--- config.mk ---
export PLATFORM = sky130hd
export DESIGN_NAME = cnt_ctrl
export DESIGN_NICKNAME = d
export VERILOG_FILES = /design/src/rtl/cnt_ctrl.sv
export SDC_FILE = /design/constraint.sdc
export NUM_CORES = 1
export LEC_CHECK = 0
export BUFFER_PORTS_ARGS = -buffer_cell sky130_fd_sc_hd__buf_2
export CORE_MARGIN = 2
export CORE_UTILIZATION = 50
export DETAILED_ROUTE_END_ITERATION = 10
export PLACE_DENSITY_LB_ADDON = 0.08
export SYNTH_ARGS = -nofsm -noshare
export SYNTH_HDL_FRONTEND = slang
export SYNTH_SLANG_ARGS = --single-unit
--- constraint.sdc ---
create_clock -name clk -period 2.9 [get_ports clk]
set_input_delay 0 -clock clk [delete_from_list [all_inputs] [get_ports clk]]
set_output_delay 0 -clock clk [all_outputs]
set_load 0.1 [all_outputs]
--- src/rtl/cnt_ctrl.sv ---
// cnt_ctrl: start/stop/hold sequencer for a W-bit terminal-count counter.
// Optional prescaler is enabled by defining CNT_CTRL_PRESCALE_EN.
module cnt_ctrl #(
   parameter int W     = 4,
   parameter int PRE_W = 4
) (
   input  logic             clk,
   input  logic             clr_n,
   input  logic             start,
   input  logic             stop,
   input  logic             hold,
   input  logic             mode,
   input  logic [W-1:0]     tc_in,
`ifdef CNT_CTRL_PRESCALE_EN
   input  logic [PRE_W-1:0] prescale_in,
`endif
   output logic [W-1:0]     cnt,
   output logic             busy,
   output logic             tick,
   output logic             done,
   output logic [1:0]       state
);

   typedef enum logic [1:0] {
      IDLE = 2'b00,
      RUN  = 2'b01,
      HOLD = 2'b10,
      DONE = 2'b11
   } state_t;

   state_t         state_q;
   logic [W-1:0]   tc_reg;
   logic           mode_reg;
   logic           adv;
   logic           go;
   logic           run_step;

   if (W < 1 || PRE_W < 1) begin : g_bad_param
      $error("cnt_ctrl: W and PRE_W must be at least 1");
   end

   // start acceptance and an unblocked RUN cycle
   assign go       = (state_q == IDLE) && start && !stop;
   assign run_step = (state_q == RUN) && !stop && !hold;

`ifdef CNT_CTRL_PRESCALE_EN
   logic [PRE_W-1:0] pre_reg;
   logic [PRE_W-1:0] pre_cnt;

   assign adv = (pre_cnt == pre_reg);

   // divider: one advance every pre_reg+1 unblocked RUN cycles
   always_ff @(posedge clk or negedge clr_n) begin
      if (!clr_n) begin
         pre_reg <= '0;
         pre_cnt <= '0;
      end else if (go) begin
         pre_reg <= prescale_in;
         pre_cnt <= '0;
      end else if (stop) begin
         pre_cnt <= '0;
      end else if (run_step) begin
         if (adv) pre_cnt <= '0;
         else     pre_cnt <= pre_cnt + PRE_W'(1);
      end
   end
`else
   assign adv = 1'b1;
`endif

   // sequencer with registered count and pulse outputs
   always_ff @(posedge clk or negedge clr_n) begin
      if (!clr_n) begin
         state_q  <= IDLE;
         cnt      <= '0;
         tc_reg   <= '0;
         mode_reg <= 1'b0;
         tick     <= 1'b0;
         done     <= 1'b0;
      end else begin
         tick <= 1'b0;
         done <= 1'b0;
         unique case (state_q)
            IDLE: begin
               if (go) begin
                  tc_reg   <= tc_in;
                  mode_reg <= mode;
                  cnt      <= '0;
                  state_q  <= RUN;
               end
            end
            RUN: begin
               if (stop) begin
                  state_q <= IDLE;
                  cnt     <= '0;
               end else if (hold) begin
                  state_q <= HOLD;
               end else if (run_step && adv) begin
                  if (cnt != tc_reg) begin
                     cnt <= cnt + W'(1);
                  end else begin
                     tick <= 1'b1;
                     if (mode_reg) begin
                        cnt <= '0;
                     end else begin
                        done    <= 1'b1;
                        state_q <= DONE;
                     end
                  end
               end
            end
            HOLD: begin
               if (stop) begin
                  state_q <= IDLE;
                  cnt     <= '0;
               end else if (!hold) begin
                  state_q <= RUN;
               end
            end
            DONE: begin
               state_q <= IDLE;
            end
         endcase
      end
   end

   assign busy  = (state_q == RUN) || (state_q == HOLD);
   assign state = state_q;

endmodule

Yosys cells after proc, flatten, opt, wreduce, memory -nomap -nowiden
Index checks and enable logic that the tools add are counted.
{"block": "op_classes", "n_reduce_logical": 12, "eq_ne": 13, "mux": 28, "addsub": 1}
{"op": "$mux W4", "count": 7}
{"op": "$mux W2", "count": 8}
{"op": "$ne A4 B4 Y1 const B", "count": 4}
{"op": "$pmux W4 S3", "count": 1}
{"op": "$mux W1", "count": 11}
{"op": "$ne A3 B3 Y1 const B", "count": 3}
{"op": "$pmux W2 S4", "count": 1}
{"op": "$reduce_and A6 Y1", "count": 1}
{"op": "$reduce_and A5 Y1", "count": 1}
{"op": "$add A4 B1 Y4 const B", "count": 1}
{"op": "$eq A2 B2 Y1 const B", "count": 2}
{"op": "$logic_and A1 B1 Y1", "count": 4}
{"op": "$ne A2 B2 Y1 const B", "count": 2}
{"op": "$ne A4 B4 Y1", "count": 1}
{"op": "$reduce_bool A3 Y1", "count": 1}
{"op": "$eq A2 B1 Y1 const B", "count": 1}
{"op": "$logic_not A1 Y1", "count": 2}
{"op": "$logic_not A2 Y1", "count": 1}
{"op": "$reduce_and A2 Y1", "count": 1}
{"op": "$logic_or A1 B1 Y1", "count": 1}
{"block": "totals", "output_inout_bits": 9, "ff_bits": 13, "elab_cells": 60, "in_bits": 10}

Depth between registers and ports, before layout
Gate-level depths: netlist of run 1.
{"block": "depth", "ltp_word": 7, "mapped_depth": 6, "mapped_depth_nobuf": 6}

Least setup slack after synthesis of run 1
No wires, ideal clock.
{"block": "synth_timing", "kind": "reg2reg", "from": "register state_q[0], in the netlist state[0]", "to": "register cnt[0]", "t_arrival_ps": 2232, "slack_ps": 542, "path_buffers": 0, "synth_period_minus_slack_ps": 2358, "path_stages_with_launch": 7, "setup_time_ps": 125, "required_ps": 2775, "path_cell_list": "dfrtp_1 -> inv_1 -> ha_1 -> a21o_1 -> a221oi_2 -> o31ai_2 -> mux2_2"}
{"block": "synth_between", "elab_chain_len": 5, "elab_cells_between_ends": 15, "cone_classes": "7 x eq/ne; 1 x mux; 7 x reduce/logical"}
{"item": "start, declared", "line": "31", "text": "state_t state_q;"}
{"item": "start signal, assigned", "line": "74", "text": "state_q <= IDLE;"}
{"item": "start signal, assigned", "line": "89", "text": "state_q <= RUN;"}
{"item": "start signal, assigned", "line": "94", "text": "state_q <= IDLE;"}
{"item": "$eq A2 B1 Y1 or $logic_not A2 Y1 (tied branches)", "line": "44, 83, 43"}
{"item": "$logic_and A1 B1 Y1 (on tied branches) (2 in series)", "line": "44, 43"}
{"item": "$ne A3 B3 Y1 (no source line) or $ne A2 B2 Y1 (tied branches)"}
{"item": "$reduce_and A6 Y1 (no source line)"}
{"item": "end signal, assigned", "line": "100", "text": "cnt <= cnt + W'(1);"}
{"item": "end, declared", "line": "17", "text": "output logic [W-1:0] cnt,"}
Several ways; a longest one is shown, not always the timed one.
A chain may end at the register's enable or synchronous reset.

Final worst setup path of run 1
{"block": "layout_timing", "from": "register state_q[0], in the netlist state[0]", "to": "register state_q[0], in the netlist state[0]"}
{"block": "layout_between", "elab_chain_len": 5, "elab_cells_between_ends": 15, "cone_classes": "8 x eq/ne; 1 x mux; 6 x reduce/logical"}
{"item": "$eq A2 B1 Y1 or $logic_not A2 Y1 (tied branches)", "line": "44, 83, 43"}
{"item": "$logic_and A1 B1 Y1 (on tied branches) (2 in series)", "line": "44, 43"}
{"item": "$ne A4 B4 Y1 (no source line) or $ne A2 B2 Y1 (tied branches)"}
{"item": "$reduce_and A5 Y1 (no source line)"}
Several ways; a longest one is shown, not always the timed one.

==> results of run 1 <==
## cell usage in the layout (no fill, tap or decap), drive strengths merged, types with 2 or more instances in the layout
cell,count
nand2b,2
nand3,2
nor2b,3
dlygate4sd3,6
mux2,7
inv,4
a21o,2
a22o,3
nor3,5
clkbuf,4
ha,6
buf,18
dfrtp,13
xnor2,5
## final cells by class
type,instances,area (sq um),area share
inverters,4,15.0,0.0152
repair buffers,24,150,0.152
clock buffers,4,26.3,0.0266
multi-input cells,48,450,0.456
well taps,16,20.0,0.0203
flip-flops and latches,13,325,0.330
## path summary, 6_finish.rpt
kind	endpoint	slack, ns	cells past startpoint
min	done	0.01	2
max	state[0]	1.12	6
min in group asynchronous	done	0.14	2
min reg2reg	tc_reg[1]	0.54	1
max reg2reg	state[0]	1.12	6
max in group asynchronous	cnt[0]	2.54	2
## metal layers
| layer | vias up | part of all wire |
|---|---|---|
| met5 | - | 0 |
| met1 | 273 | 0.51 |
| met4 | 0 | 0 |
| met3 | 0 | 0.031 |
| met2 | 15 | 0.46 |
| li1 | 296 | - |
## cell usage after synthesis
cell type,n
ha_1,6
nor3_1,5
nor3b_2,1
o2111a_1,1
o31ai_2,1
mux2_2,6
and2_1,1
nand4_2,1
a211oi_1,1
o21a_1,1
nand2b_1,1
a221oi_2,1
a31oi_2,1
xnor2_2,1
a21o_1,2
inv_1,4
xnor2_1,4
mux2_4,1
and3_1,1
nand3_1,2
nor2b_1,3
or2_1,1
nand2b_4,1
a211o_1,1
a22o_1,3
dfrtp_1,13
o21bai_1,1
## cells by family after synthesis
| logic type | count (synthesis) | synth area share |
|---|---|---|
| buffers and inverters | 4 | 0.0190 |
| XOR/XNOR | 5 | 0.0649 |
| multiplexers | 7 | 0.104 |
| AO/OA/AOI/OAI | 13 | 0.157 |
| flip-flops | 13 | 0.411 |
| AND/OR/NAND/NOR | 17 | 0.149 |
| adder cells (fa/ha/maj) | 6 | 0.0949 |
## power groups by stage
stage	sequential (W)	combinational, W	clock (W)
6_report	0.000302	0.000664	0.000107
5_1_grt	0.000311	0.000712	0.000119
4_1_cts	0.000302	0.000667	0.000110
3_5_place_dp	0.000306	0.000658	0
3_3_place_gp	0.000302	0.000654	0
2_1_floorplan	0.000463	0.000402	0
## stage by stage
stage | worst slack [ns] | cells | cell area [sq um] | util
floorplan | 0.542 | 65 | 791 | -
global placement | 1.13 | 99 | 901 | 0.605
detailed placement | 1.16 | 99 | 901 | 0.605
CTS | 1.12 | 109 | 987 | 0.663
global route | 0.996 | 109 | 987 | 0.663
finish | 1.12 | 109 | 987 | 0.663
==> run_results.csv, run 1 <==
group,metric,value,unit
outcome,status,"finished clean",
global_routing,grt_pass1_vias,538,
synthesis,yosysWarnings,0,
floorplan,die_h,43.8,microns
detailed_routing,avgViaCountPerCell,5.36,
power_and_ir_drop,p_sw,0.000566,W
floorplan,dieArea,1920,sq um
power_and_ir_drop,leakage,0.503,nW
synthesis,yosysUniqueCellTypes,27,
timing,finClkSkew,0.00458,ns
power_and_ir_drop,p_seq_frac,0.282,
timing,tightest_slew,0.489,ns
job,cap_violations,0,
global_routing,met1_usage,0.255,
setup_path,cp_max_fo,5,
setup_path,crit_slowest_cell,"dfrtp_1",
detailed_routing,drc,0,
global_routing,met2_usage,0.268,
floorplan,rows,14,
global_routing,grt_max_degree,14,
worst_hold_path,min_from,"hold",
floorplan,die_width,43.8,microns
global_routing,antenna_found_initial,0,
timing,maxSlewViolCount,0,
power_and_ir_drop,irDropWorstVdd,0.658,mV
synthesis,synth_cells,65,
timing,hold_viol_final,0,
setup_path,crit-reg2reg-launch,"state[0]",
global_routing,grtUsageMet3,0.0375,
cts,ctsHtreeMaxLevel,1,
cts,clkSlewWorstSetupHoldPaths,0.08,ns
power_and_ir_drop,clkPwrFrac,0.099,
detailed_routing,wirelength,1460,microns
detailed_routing,ant_nets,0,
timing,maxSlewHeadroom,0.676,
synthesis,ys_seq_elements,13,
layout,fillers,121,
setup_path,path_cells,"inv_1 > ha_1 > nor2b_1 > a22o_1 > mux2_4 > a31oi_2",
cts,clock-sinks,13,
setup_path,critical_path_class,"reg -> reg",
global_routing,grt_pass1_wl,2460,microns
setup_path,critPathRequiredTime,3.09,ns
detailed_routing,avgRoutedWirePerCell,13.4,microns
synthesis,yosys.area.top_type,"dfrtp_1",
power_and_ir_drop,combPwrFrac,0.619,
setup_path,critPathBufInv,1,
setup_path,cpPeakStageDelay,0.42,ns
cts,cts_made_buffers,3,
layout,antenna_cells,0,
placement,gp_congestion,0.807,
timing,setup_violations,0,
timing,max_freq,0.561,GHz
synthesis,syn-mean-instance-area,12.2,sq um
timing,fin_crit_sh,0.615,
setup_path,startpoint,"state[0]",
floorplan,design.core.area,1490,sq um
synthesis,ys_seq_area_frac,0.411,
cts,cts.path.max_buffers,2,
cts,cts_tree,"built",
synthesis,synthTopCellsByArea,"dfrtp_1 41%, ha_1 9.5%, mux2_2 8.5%",
timing,hold_ws,0.0134,ns
timing,rsz0062_at_grt,"false",
global_routing,grt_overflow,0,
layout,drive_gt1_frac,0.376,
setup_path,cp_top_family,"flip-flops",
cts,cts.repair.resized,0,
worst_hold_path,hp-class,"in -> reg",
synthesis,synth_top_area_frac,0.411,
floorplan,start_util,0.531,
timing,period_minus_slack,1.78,ns
synthesis,netlist_area,791,sq um
floorplan,io-pin-count,19,
setup_path,crit_path_end_kind,"register",
placement,portBuffers,18,
cts,root_buffer,"clkbuf_4",
detailed_routing,drt_pass1_iterations,4,
power_and_ir_drop,power.density,1090,nW/um^2
detailed_routing,drtIter0Drc,18,
layout,areaGrowthSynthToFinish,24.8,%
timing,tns,0,ns
global_routing,grt_busiest_layer,"met2",
setup_path,cp-start-kind,"register",
global_routing,grtUsageTotal,0.174,
cts,ctsHoldBuffers,6,
detailed_routing,via_count,584,
synthesis,synth_nets,81,
layout,nNetsFinal,110,
power_and_ir_drop,intPower,0.000508,W
power_and_ir_drop,switching_share,0.527,
power_and_ir_drop,total_power,0.00107,W
setup_path,arrival,1.97,ns
cts,insertion_delay,0.26,ns
cts,post_cts_buffers,0,
placement,hpwlAfterDp,1110,microns
(Power assumes the default switching activity.)
==> run 2: changes to the inputs <==
--- a/config.mk
+++ b/config.mk
@@ -7,7 +7,7 @@
 export LEC_CHECK = 0
 export BUFFER_PORTS_ARGS = -buffer_cell sky130_fd_sc_hd__buf_2
 export CORE_MARGIN = 2
-export CORE_UTILIZATION = 50
+export CORE_UTILIZATION = 46
 export DETAILED_ROUTE_END_ITERATION = 10
 export PLACE_DENSITY_LB_ADDON = 0.08
 export SYNTH_ARGS = -nofsm -noshare
==> constraint.sdc (replaced) <==
create_clock -name clk -period 1.6 [get_ports clk]
set_input_delay 0 -clock clk [delete_from_list [all_inputs] [get_ports clk]]
set_output_delay 0 -clock clk [all_outputs]
set_load 0.1 [all_outputs]
==> run 2 against run 1 <==
- the flow now finishes with violations (setup timing)
- die area is 7.9% higher
- non-clock buffer count is 10 higher
- via count grew 11%
- worst hold slack better by 0.13 ns
- clock power is 90% higher
- clock-buffer cell count did not move
- first-iteration DRC count decreased by 83%
==> run_results.csv, run 2 (synthesis results as in run 1) <==
group,metric,value,unit
setup_path,critPathRequiredTime,1.77,ns
cts,cts.path.max_buffers,2,
floorplan,rows,14,
floorplan,design.core.area,1560,sq um
outcome,failed_checks,"setup timing",
setup_path,crit-reg2reg-launch,"state[0]",
layout,multi_input_comb_area,523,sq um
cts,ctsHtreeMaxLevel,1,
cts,clock-sinks,13,
layout,areaGrowthSynthToFinish,46.0,%
setup_path,crit_path_end_kind,"register",
layout,layout_commonest_cell,"buf_2",
layout,regArea,338,sq um
timing,fin_crit_sh,1.05,
global_routing,grt_pass1_wl,2970,microns
cts,root_buffer,"clkbuf_4",
cts,cts_tree,"built",
cts,cts_made_buffers,3,
floorplan,die_h,45.5,microns
detailed_routing,wirelength,1870,microns
setup_path,endpoint,"cnt[0]",
setup_path,cp-start-kind,"register",
setup_path,r2r_end,"cnt[0]",
detailed_routing,drc,0,
power_and_ir_drop,power.density,2000,nW/um^2
setup_path,reg2reg_slack,-0.08,ns
worst_hold_path,hp-class,"in -> async",
placement,gp_congestion,0.768,
detailed_routing,avgRoutedWirePerCell,15.7,microns
detailed_routing,drtIter0Drc,3,
floorplan,start_util,0.507,
global_routing,grt_pass1_vias,632,
timing,hold_ws,0.147,ns
global_routing,grt_overflow,0,
placement,preCtsSetupSlack,-0.0447,ns
power_and_ir_drop,irDropWorstVdd,1.91,mV
cts,clkSlewWorstSetupHoldPaths,0.08,ns
placement,hpwlAfterDp,1370,microns
setup_path,cp_max_fo,4,
setup_path,startpoint,"state[0]",
floorplan,die_width,45.5,microns
setup_path,critical_path_class,"reg -> reg",
layout,layout_common_cells,"18 x buf_2, 9 x buf_4, 7 x dfrtp_1, 7 x dlygate4sd3_1",
floorplan,io-pin-count,19,
detailed_routing,via_count,651,
timing,finClkSkew,0.00281,ns
timing,setup_violations,3,
timing,max_freq,0.594,GHz
timing,tns,-0.153,ns
timing,fin_ws,-0.0821,ns
timing,tightest_slew,0.491,ns
cts,insertion_delay,0.28,ns
timing,maxSlewHeadroom,0.675,
setup_path,arrival,1.85,ns
floorplan,dieArea,2070,sq um
detailed_routing,avgViaCountPerCell,5.47,
layout,antenna_cells,0,
layout,nNetsFinal,120,
timing,rsz0062_at_grt,"true",
timing,period_minus_slack,1.68,ns
detailed_routing,ant_nets,0,
job,cap_violations,0,
global_routing,antenna_found_initial,0,
global_routing,grtUsageTotal,0.214,
timing,maxSlewViolCount,0,
detailed_routing,drt_pass1_iterations,3,
outcome,status,"finished with violations",
power_and_ir_drop,leakage,0.550,nW
placement,portBuffers,18,
layout,fillers,106,
global_routing,grt_max_degree,14,
layout,drive_gt1_frac,0.553,
timing,hold_viol_final,0,
setup_path,reg2reg_depth,5,
==> run 2: cell count changes in the layout (fill, tap and decap cells not counted), sizes merged <==
| cell | delta |
|---|---|
| buf | +9 |
| dlygate4sd3 | +1 |
==> run 2: critical path, cell delays in order (launching register included) <==
cell and delay (ns):
dfrtp_4 0.52, ha_4 0.18, a21o_1 0.20, a221oi_4 0.27
o31ai_4 0.14, mux2_4 0.27
==> run 2: per-stage QoR <==
step / std cells / utilization / total power, W / instance area [sq um]
finish: 119 / 0.741 / 0.00231 / 1150
global route: 119 / 0.741 / 0.00243 / 1150
CTS: 118 / 0.723 / 0.00224 / 1130
detailed placement: 105 / 0.642 / 0.00194 / 1000
global placement: 105 / 0.642 / 0.00189 / 1000
floorplan: 65 / - / 0.00165 / 846
==> run 2: how the worst min path moves through the flow <==
| stage | endpoint | slack, ns |
|---|---|---|
| floorplan | cnt[0] | -0.30 |
| global placement | tick | -0.10 |
| detailed placement | tick | -0.10 |
| CTS | tick | 0.13 |
| global route | tc_reg[3] | 0.17 |
| finish | tick | 0.15 |
==> run 2: power breakdown <==
| part | internal, W | leakage, nW | switching [W] |
|---|---|---|---|
| Combinational | 0.000573 | 0.377 | 0.000927 |
| Sequential | 0.000456 | 0.159 | 0.000150 |
| Clock | 0.0000969 | 0.0150 | 0.000107 |
==> run 2: repair_timing <==
item | 4_1_cts | 5_1_grt
endpoints found under the hold margin | 20 | 0
hold buffers | 7 | 0
endpoints found under the setup margin | 3 | 11
setup buffers | 2 | 1
gates resized for setup | 3 | 2
pin swaps | 3 | 2
==> run 2: cell type report <==
type	instances	share of cell area
Clock buffer	4	0.0228
Inverter	4	0.0173
Multi-Input combinational cell	48	0.453
Sequential cell	13	0.293
Tap cell	16	0.0173
Timing Repair Buffer	34	0.197
==> run 2: per-layer routing <==
layer  vias to the layer above  share of wire  GRT usage
li1                        320              -          -
met1                       314           0.45      0.275
met2                        14           0.50      0.341
met3                         3          0.041     0.0675
met4                         0         0.0091     0.0706
met5                         -              0          0
==> run 3: changes to the inputs <==
--- a/config.mk
+++ b/config.mk
@@ -5,6 +5,7 @@
 export SDC_FILE = /design/constraint.sdc
 export NUM_CORES = 1
 export LEC_CHECK = 0
+export ABC_AREA = 1
 export BUFFER_PORTS_ARGS = -buffer_cell sky130_fd_sc_hd__buf_2
 export CORE_MARGIN = 2
 export CORE_UTILIZATION = 46
==> constraint.sdc (replaced) <==
create_clock -name clk -period 1.6 [get_ports clk]
set_input_delay 0.16 -clock clk [delete_from_list [all_inputs] [get_ports clk]]
set_output_delay 0.16 -clock clk [all_outputs]
set_load 0.1 [all_outputs]
==> run 3 against run 2 <==
- the flow now finishes without violations
- non-clock buffer count is 15 lower
- critical path depth is 2 lower
- final area is 13% lower
- clock-buffer cell count stayed put
- worst setup slack better by 0.19 ns
- first-iteration DRC count is 33% lower
- sequential share of layout area is 4.3 points higher
- critical endpoint is now busy
- largest power group unchanged
==> run_results.csv, run 3 <==
group,metric,value,unit
floorplan,die_width,46.0,microns
placement,preCtsSetupSlack,0.115,ns
synthesis,ys_async_sr_fraction,1.00,
timing,finClkSkew,0.00170,ns
layout,antenna_cells,0,
layout,post-route-util,0.596,
setup_path,cp_max_fo,5,
timing,fin_ws,0.112,ns
power_and_ir_drop,intPower,0.000955,W
timing,max_freq,0.672,GHz
detailed_routing,wirelength,1500,microns
floorplan,design.core.area,1690,sq um
setup_path,reg2reg_depth,7,
detailed_routing,top_layer_used,"met4",
cts,post_cts_buffers,0,
power_and_ir_drop,irDropWorstVdd,1.95,mV
synthesis,ys_top_cells_by_count,"29 x nand2_1, 14 x inv_1, 13 x dfrtp_1",
detailed_routing,met1_length,676,microns
layout,nNetsFinal,144,
setup_path,crit-reg2reg-launch,"state[0]",
global_routing,grt_max_degree,14,
detailed_routing,via_count,677,
power_and_ir_drop,clkPwrFrac,0.096,
detailed_routing,drc,0,
power_and_ir_drop,p_seq_frac,0.253,
global_routing,grt_pass1_vias,637,
timing,maxSlewHeadroom,0.679,
synthesis,synth_top_flop_cell,"dfrtp_1",
synthesis,synth_top_area_frac,0.401,
synthesis,yosysUniqueCellTypes,20,
cts,clkSlewWorstSetupHoldPaths,0.08,ns
detailed_routing,avgRoutedWirePerCell,10.4,microns
floorplan,rows,15,
floorplan,start_util,0.481,
layout,drive_gt1_frac,0.394,
synthesis,ys_seq_area_frac,0.401,
cts,ctsHtreeMaxLevel,1,
detailed_routing,ant_nets,0,
setup_path,arrival,1.33,ns
setup_path,r2r_end,"state[1]",
setup_path,cp-start-kind,"register",
placement,hpwlAfterDp,1200,microns
cts,insertion_delay,0.27,ns
cts,cts_tree,"built",
floorplan,io-pin-count,19,
setup_path,reg2reg_slack,0.15,ns
synthesis,syn-mean-instance-area,7.81,sq um
detailed_routing,drt_pass1_iterations,3,
setup_path,startpoint,"state[0]",
synthesis,synth_cells,104,
synthesis,synth-edff-count,0,
layout,instances_no_fill,144,
placement,portBuffers,18,
detailed_routing,met2_length,722,microns
floorplan,die_h,46.0,microns
detailed_routing,drtIter0Drc,2,
setup_path,critPathRequiredTime,1.44,ns
power_and_ir_drop,p_sw,0.00116,W
cts,clock-sinks,13,
layout,layout_common_cells,"29 x nand2_1, 17 x buf_2, 12 x inv_1",
global_routing,antenna_found_initial,0,
timing,setup_violations,0,
cts,cts_made_buffers,3,
layout,layout_commonest_cell,"nand2_1",
cts,root_buffer,"clkbuf_4",
outcome,status,"finished clean",
timing,period_minus_slack,1.49,ns
power_and_ir_drop,switching_share,0.549,
timing,maxSlewViolCount,0,
placement,post-place-cells,139,
global_routing,grt_pass1_wl,2640,microns
placement,gp_congestion,0.761,
synthesis,synthTopCellsByArea,"dfrtp_1 40%, nand2_1 13%, ha_1 9.2%",
synthesis,netlist_area,812,sq um
floorplan,dieArea,2120,sq um
cts,cts.path.max_buffers,2,
layout,fillers,177,
setup_path,endpoint,"busy",
layout,areaGrowthSynthToFinish,23.9,%
detailed_routing,routed-wl-met3,48,microns
synthesis,yosysWarnings,0,
timing,hold_viol_final,0,
power_and_ir_drop,power.density,2100,nW/um^2
synthesis,ys_seq_elements,13,
power_and_ir_drop,leakage,0.541,nW
timing,tightest_slew,0.485,ns
setup_path,critical_path_class,"reg -> out",
synthesis,yosys.area.top_type,"dfrtp_1",
detailed_routing,avgViaCountPerCell,4.70,
synthesis,synth_nets,120,
global_routing,grtUsageTotal,0.183,
global_routing,grt_overflow,0,
setup_path,crit_path_end_kind,"output port",
worst_hold_path,hp-class,"in -> reg",
timing,fin_crit_sh,0.930,
power_and_ir_drop,combPwrFrac,0.651,
synthesis,yosysMostFrequentCell,"nand2_1",
job,cap_violations,0,
==> run 3: changes by cell type in the layout (fill, tap and decap cells not counted), moves of 5 or more <==
| cell | previous run | this run |
|---|---|---|
| nand2_2 | 0 | 7 |
| mux2_2 | 5 | 0 |
| nand2_1 | 0 | 29 |
| inv_2 | 0 | 5 |
| inv_1 | 2 | 12 |
| a21oi_1 | 0 | 5 |
| dlygate4sd3_1 | 7 | 1 |
| buf_4 | 9 | 0 |
| nor2_1 | 0 | 7 |
==> run 3: area by class of cell <==
cell class / count / area (sq um) / area share
multi-input combinational: 73 / 438 / 0.435
timing repair buffer: 19 / 115 / 0.114
sequential: 13 / 338 / 0.336
clock buffer: 4 / 26.3 / 0.0261
tap: 17 / 21.3 / 0.0211
inverter: 18 / 67.6 / 0.0672
==> run 3: worst min path at each step <==
stage | slack (ns) | from | end | cells past startpoint
detailed placement | 0.07 | clr_n | tc_reg[0] | 1
global route | 0.16 | tc_in[1] | tc_reg[1] | 3
global placement | 0.06 | clr_n | tc_reg[0] | 1
finish | 0.13 | mode | mode_reg | 3
CTS | 0.13 | mode | mode_reg | 3
floorplan | -0.14 | clr_n | cnt[0] | 0
==> run 3: per-stage QoR <==
stage / power, W / hold WS, ns / cell area, sq um / TNS [ns]
after global placement: 0.00189 / 0.0614 / 958 / 0
after floorplan: 0.00163 / -0.136 / 832 / 0
after global routing: 0.00230 / 0.159 / 1010 / -0.00439
final: 0.00212 / 0.134 / 1010 / 0
after CTS: 0.00213 / 0.127 / 995 / 0
after detailed placement: 0.00192 / 0.0719 / 958 / 0
==> run 3: routing by layer <==
layer  track usage  vias up
met3        0.0238        4
met2         0.283       15
met4         0.137        0
li1              -      360
met5             0        -
met1         0.227      298
==> run 3: timing repair <==
item                                   in CTS  in global routing
resized for setup                           0                  3
endpoints found under the hold margin      13                  0
hold buffers                                1                  0
setup endpoints to repair                   0                  4
==> run 3: kinds of logic after synthesis <==
logic type	synth area share
xor+xnor	0.0216
simple gates	0.354
buf+inv	0.0832
fa+ha+maj	0.0924
flops	0.401
compound gates	0.0478
==> run 3: power groups by stage <==
stage	Sequential [W]	Clock (W)	Combinational [W]
floorplan	0.000827	0	0.000804
global placement	0.000540	0	0.00135
detailed placement	0.000542	0	0.00138
CTS	0.000539	0.000213	0.00138
global route	0.000554	0.000221	0.00152
finish	0.000537	0.000203	0.00138
==> run 3: critical path, stage by stage, from the launching register on <==
cell     delay (ns)
dfrtp_4        0.51
inv_2          0.08
ha_2           0.29
buf_12         0.17
